===== src/rtl/packet_receiver.sv =====
// Receive end of the lasernet packet link: collects a 9-word packet, validates
// the folded checksum and writes in-window payloads into a reassembly buffer.
module packet_receiver #(
  parameter int unsigned NSLOTS  = 5,
  parameter int unsigned TIMEOUT = 1024
) (
  input  logic                    clk,
  input  logic                    reset,
  input  logic [31:0]             ISN,
  input  logic [31:0]             word_in,
  input  logic                    word_valid,
  output logic                    word_ready,
  input  logic                    msg_clear,
  output logic                    pkt_valid,
  output logic [31:0]             pkt_seq,
  output logic [31:0]             pkt_ack,
  output logic [8:0]              pkt_flags,
  output logic [15:0]             pkt_window,
  output logic [127:0]            pkt_data,
  output logic                    checksum_ok,
  output logic                    pkt_abort,
  output logic [128*NSLOTS-1:0]   message,
  output logic [NSLOTS-1:0]       slot_written
);

  localparam int unsigned IDLE_W = $clog2(TIMEOUT + 1);

  typedef enum logic [1:0] {IDLE, RECV, CHECK} state_t;

  state_t              state_q, state_d;
  logic [31:0]         words_q [9];
  logic [3:0]          cnt_q;
  logic [31:0]         sum_q;
  logic [IDLE_W-1:0]   idle_q;
  logic                accept;
  logic                timeout_hit;
  logic [31:0]         halves;
  logic [15:0]         fold;
  logic [15:0]         calc;
  logic                csum_ok;
  logic [31:0]         slot_idx;
  logic                wr_en;

  logic                pkt_valid_q, checksum_ok_q, pkt_abort_q;
  logic [31:0]         pkt_seq_q, pkt_ack_q;
  logic [8:0]          pkt_flags_q;
  logic [15:0]         pkt_window_q;
  logic [127:0]        pkt_data_q;
  logic [128*NSLOTS-1:0] message_q;
  logic [NSLOTS-1:0]   slot_written_q;

  always_ff @(posedge clk or posedge reset) begin
    if (reset) state_q <= IDLE;
    else       state_q <= state_d;
  end

  always_comb begin
    state_d     = state_q;
    timeout_hit = 1'b0;
    case (state_q)
      IDLE:  if (accept) state_d = RECV;
      RECV: begin
        if (accept && cnt_q == 4'd8) begin
          state_d = CHECK;
        end else if (!accept && idle_q == IDLE_W'(TIMEOUT - 1)) begin
          state_d     = IDLE;
          timeout_hit = 1'b1;
        end
      end
      CHECK: state_d = IDLE;
      default: state_d = IDLE;
    endcase
  end

  always_comb begin
    word_ready = (state_q != CHECK);
    accept     = word_valid && word_ready;
    halves     = {16'b0, word_in[31:16]} + {16'b0, word_in[15:0]};
    // End-around carry: a wrapped fold means one more carry is still owed.
    fold       = sum_q[31:16] + sum_q[15:0];
    calc       = (fold < sum_q[15:0]) ? ~(fold + 16'd1) : ~fold;
    csum_ok    = (calc == words_q[4][31:16]) && (words_q[4][15:0] == 16'h0000) &&
                 (words_q[3][31:25] == 7'h00);
    slot_idx   = words_q[1] - ISN - 32'd1;
    wr_en      = (state_q == CHECK) && csum_ok && (slot_idx < NSLOTS);
  end

  always_ff @(posedge clk or posedge reset) begin
    if (reset) begin
      for (int unsigned i = 0; i < 9; i++) words_q[i] <= '0;
      cnt_q          <= '0;
      sum_q          <= '0;
      idle_q         <= '0;
      pkt_valid_q    <= 1'b0;
      pkt_abort_q    <= 1'b0;
      checksum_ok_q  <= 1'b0;
      pkt_seq_q      <= '0;
      pkt_ack_q      <= '0;
      pkt_flags_q    <= '0;
      pkt_window_q   <= '0;
      pkt_data_q     <= '0;
      message_q      <= '0;
      slot_written_q <= '0;
    end else begin
      pkt_valid_q <= 1'b0;
      pkt_abort_q <= timeout_hit;
      if (accept) words_q[cnt_q] <= word_in;
      case (state_q)
        IDLE: begin
          idle_q <= '0;
          if (accept) begin
            cnt_q <= 4'd1;
            sum_q <= halves;
          end
        end
        RECV: begin
          if (accept) begin
            cnt_q  <= cnt_q + 4'd1;
            idle_q <= '0;
            if (cnt_q != 4'd4) sum_q <= sum_q + halves;
          end else if (timeout_hit) begin
            cnt_q  <= '0;
            idle_q <= '0;
          end else begin
            idle_q <= idle_q + 1'b1;
          end
        end
        CHECK: begin
          cnt_q         <= '0;
          idle_q        <= '0;
          pkt_valid_q   <= 1'b1;
          checksum_ok_q <= csum_ok;
          pkt_seq_q     <= words_q[1];
          pkt_ack_q     <= words_q[2];
          pkt_flags_q   <= words_q[3][24:16];
          pkt_window_q  <= words_q[3][15:0];
          pkt_data_q    <= {words_q[5], words_q[6], words_q[7], words_q[8]};
        end
        default: cnt_q <= '0;
      endcase
      if (msg_clear) begin
        message_q      <= '0;
        slot_written_q <= '0;
      end else if (wr_en) begin
        for (int unsigned i = 0; i < NSLOTS; i++) begin
          if (slot_idx == i) begin
            message_q[128*i +: 128] <= {words_q[5], words_q[6], words_q[7], words_q[8]};
            slot_written_q[i]       <= 1'b1;
          end
        end
      end
    end
  end

  assign pkt_valid    = pkt_valid_q;
  assign pkt_abort    = pkt_abort_q;
  assign checksum_ok  = checksum_ok_q;
  assign pkt_seq      = pkt_seq_q;
  assign pkt_ack      = pkt_ack_q;
  assign pkt_flags    = pkt_flags_q;
  assign pkt_window   = pkt_window_q;
  assign pkt_data     = pkt_data_q;
  assign message      = message_q;
  assign slot_written = slot_written_q;

endmodule

===== config.mk =====
export PLATFORM = sky130hd
export DESIGN_NAME = packet_receiver
export DESIGN_NICKNAME = d
export VERILOG_FILES = /design/src/rtl/packet_receiver.sv
export SDC_FILE = /design/constraint.sdc
export NUM_CORES = 2
export LEC_CHECK = 0
export ABC_AREA = 1
export CAP_MARGIN = 20
export CORE_MARGIN = 2
export CORE_UTILIZATION = 25
export CTS_BUF_LIST = sky130_fd_sc_hd__clkbuf_4 sky130_fd_sc_hd__clkbuf_8
export CTS_CLUSTER_DIAMETER = 60
export DETAILED_ROUTE_END_ITERATION = 8
export PLACE_DENSITY_LB_ADDON = 0.3
export SKIP_CTS_REPAIR_TIMING = 1
export SLEW_MARGIN = 30
export SYNTH_ARGS = -nofsm -noshare
export SYNTH_HDL_FRONTEND = slang
export SYNTH_SLANG_ARGS = --single-unit

===== constraint.sdc =====
create_clock -name clk -period 46.4 [get_ports clk]
set_input_delay 9.28 -clock clk [delete_from_list [all_inputs] [get_ports clk]]
set_output_delay 9.28 -clock clk [all_outputs]
set_load 0.01 [all_outputs]

==> metrics.log <==
[metrics] share of the core filled with cells in the final layout: 32.9%
[metrics] share of layout cells above drive strength 1: 7.20%
[metrics] Die Span Y: 465 microns
[metrics] initial cell density of the core: 25.1%
[metrics] Yosys top cell area share: 55.0%
[metrics] root buffer cell: clkbuf_8
[metrics] remaining antenna violation count: 0
[metrics] crit share post-route: 31.7%
[metrics] standard-cell rows: 169
[metrics] routed wire length per instance: 24.6 microns
[metrics] post-route cell area: 69800 sq um
[metrics] Top FF cell, synth: dfrtp_1
[metrics] number of CTS-inserted buffers: 212
[metrics] worst hold path type: flip-flop to flip-flop
[metrics] Detail Placement HPWL: 173 mm
[metrics] global-route wire length before repair: 353 mm
[metrics] CP most frequent cell: nand2_1
[metrics] Worst IR Drop VDD: 0.0000380 V
[metrics] average footprint of a synthesized cell: 8.41 sq um
[metrics] top cells by area in the synthesized netlist: dfrtp_1 55%, nand3_1 13%, nand2_1 12%
[metrics] data required time of the critical path: 47.34 ns
[metrics] fin nets: 7340
[metrics] initial antenna violation count: 22
[metrics] proportion of register bits with asynchronous set or reset after synthesis: 100%
[metrics] worst setup path category: input pin to flip-flop
[metrics] result of the run: completed
[metrics] post-synthesis instance total: 6325
[metrics] area of the die: 217000 sq um
[metrics] number of unique standard cell types used by synthesis: 45
[metrics] placed standard-cell area: 65100 sq um
[metrics] number of iterations in the first detailed-routing pass: 6
[metrics] total wire length after detailed routing: 250 mm
[metrics] Lkg Pwr: 34.3 nW
[metrics] Critical Path Start Type: input pin
[metrics] number of I/O pins: 934
[metrics] nature of the critical path endpoint: flip-flop
[metrics] Max stage delay cell, worst path: buf_6
[metrics] Final GP Congestion: 0.894
[metrics] top post-synthesis cells by count: 1737 x nand2_1, 1417 x nand3_1, 1170 x dfrtp_1, 435 x o21ai_0, 410 x inv_1
[metrics] Filler Cells Inserted: 22.2k
[metrics] deepest clock path buffer count: 3
[metrics] final setup margin: 31.71 ns
[metrics] Mapped Area: 53200 sq um
[metrics] post-synth net total: 6496
[metrics] H-tree lvl count: 4
[metrics] largest net degree at the start of global routing: 225
[metrics] vias in the first global route: 47.4k
[metrics] Tightest Pin Transition: 1.02 ns
[metrics] sequential standard cell area: 29300 sq um
[metrics] delay contributed by the slowest stage of the critical path: 0.76 ns
[metrics] CTS tree: done
[metrics] input/output buffers: 933
[metrics] total negative setup slack: 0 ns
[metrics] mean number of vias per cell: 4.87
[metrics] share of synthesized area occupied by flip-flops and latches: 55.0%
[metrics] count of yosys warnings during synthesis: 0
[metrics] final setup vio count: 0
[metrics] tightest slew margin relative to the limit: 31.7%
[metrics] count of final max-slew check failures: 0
[metrics] DRC viols: 0
[metrics] Final Skew: 0.0793 ns
[metrics] number of vias in the routed layout: 49.4k
[metrics] area used by multi-input combinational logic: 20500 sq um
[metrics] biggest area consumer among synthesized cells: dfrtp_1
[metrics] leftover overflow at the end of global routing: 0
[metrics] final-report hold violation count: 0
[metrics] clock-pin slew reported for the worst setup and hold paths after clock tree synthesis: 0.06 ns
[metrics] total of flip-flops plus latches after synthesis: 1170
[metrics] Max Fanout on Critical Path: 115
[metrics] pre-CTS WS: 30.54 ns
[metrics] worst path arrival time: 15.63 ns
[metrics] Core Box Area: 212000 sq um
[metrics] initial DRC count: 5318
[metrics] post-synthesis to final-layout area growth: 31.1%
[metrics] cell with the most instances after synthesis: nand2_1
[metrics] die span in x: 465 microns
[metrics] setup repair after global routing missed its margin: no
[metrics] Post-synth EDFFs: 0
[metrics] fin crit period: 14.69 ns
[metrics] Max Clk Rate: 68.1 MHz
[metrics] power density relative to cell area: 47.2 nW/um^2
[metrics] clock latency of the later-clocked register in the worst-skew pair: 1.03 ns
[metrics] GRT Util Overall: 22.4%
[metrics] number of max-capacitance violations reported: 0
[metrics] clock sink count: 1170
-- cells in the final DEF, fill, tap and decap left out, types with 11 or more instances in the layout --
cell type and instances:
nand2_1 1737, nand3_1 1413, dfrtp_1 1170, clkdlybuf4s50_1 932, o21ai_0 435, inv_1 409
nor2_1 291, clkbuf_8 263, a21oi_1 111, ha_1 99, buf_4 77, clkbuf_4 59
nand4_1 42, xor2_1 33, nor3_1 25, xnor2_1 21, clkinv_2 20, buf_6 13
nand2_2 12, inv_2 11, nor2_2 11, nor2_4 11, a31oi_1 11
-- where the power goes --
| part | total, mW | switching [mW] | internal [mW] |
|---|---|---|---|
| sequential | 1.26 | 0.0961 | 1.16 |
| combinational | 0.994 | 0.689 | 0.305 |
| clock | 1.04 | 0.472 | 0.571 |
-- stage by stage --
step / instances / total power [mW] / hold slack, ns
after floorplan: 6325 / 1.87 / 0.449
after global placement: 9770 / 2.25 / 0.457
after detailed placement: 9772 / 2.26 / 0.458
after CTS: 10100 / 3.32 / 0.460
after global routing: 10100 / 3.50 / 0.490
final: 10100 / 3.30 / 0.460
-- sequential cells by signal, summed over array words and instances (netlist names), 2 cells and up --
signal / count
idle_q: 11
cnt_q: 4
slot_written: 5
pkt_seq: 32
pkt_flags: 9
state_q: 2
sum_q: 32
message: 640
words_q: 256
pkt_window: 16
pkt_data: 128
pkt_ack: 32
-- cells by family (layout without fill, tap and decap cells) --
family | count (synthesis) | after routing | synth area share (%)
other | 0 | 8 | 0
flip-flops | 1170 | 1170 | 55.0
AO/OA/AOI/OAI | 595 | 595 | 5.77
buffers and inverters | 828 | 1822 | 6.68
adder cells (fa/ha/maj) | 103 | 103 | 2.48
AND/OR/NAND/NOR | 3575 | 3575 | 29.2
XOR/XNOR | 54 | 54 | 0.889
-- layout make-up --
class | instances | area share [%]
tap | 2821 | 5.06
clock inverter | 42 | 0.586
timing repair buffer | 1034 | 14.8
antenna | 8 | 0.0287
clock buffer | 322 | 5.82
sequential | 1170 | 42.0
inverter | 424 | 2.31
multi-input combinational | 4327 | 29.4
-- final timing paths --
kind                              start            to  slack [ns]  depth (start not counted)
min                        words_q[220]   pkt_ack[28]        0.46                          2
max in group asynchronous         reset  message[589]       34.03                          8
max                              ISN[0]  message[562]       31.71                         26
min reg2reg                words_q[220]   pkt_ack[28]        0.46                          2
max reg2reg                    sum_q[6]  message[562]       39.07                         28
min in group asynchronous         reset   pkt_ack[13]        8.70                          2
-- critical path, delay by kind of cell --
kind / cells / cell delay [ns]
adders and majority gates: 2 / 0.61
and+or+nand+nor: 15 / 2.58
xor gates and xnor gates: 1 / 0.14
buffers and inverters: 8 / 2.78
-- per-layer routing --
| metal | vias to the layer above | routed length, microns | global-route usage (%) | part of all wire (%) |
|---|---|---|---|---|
| met4 | 8 | 11700 | 9.98 | 4.7 |
| li1 | 22500 | - | - | - |
| met1 | 24400 | 102000 | 28.3 | 41 |
| met5 | - | 52 | 0 | 0.021 |
| met2 | 2050 | 116000 | 36.0 | 47 |
| met3 | 399 | 19400 | 5.51 | 7.8 |
Power figures use the tool's default switching activity.
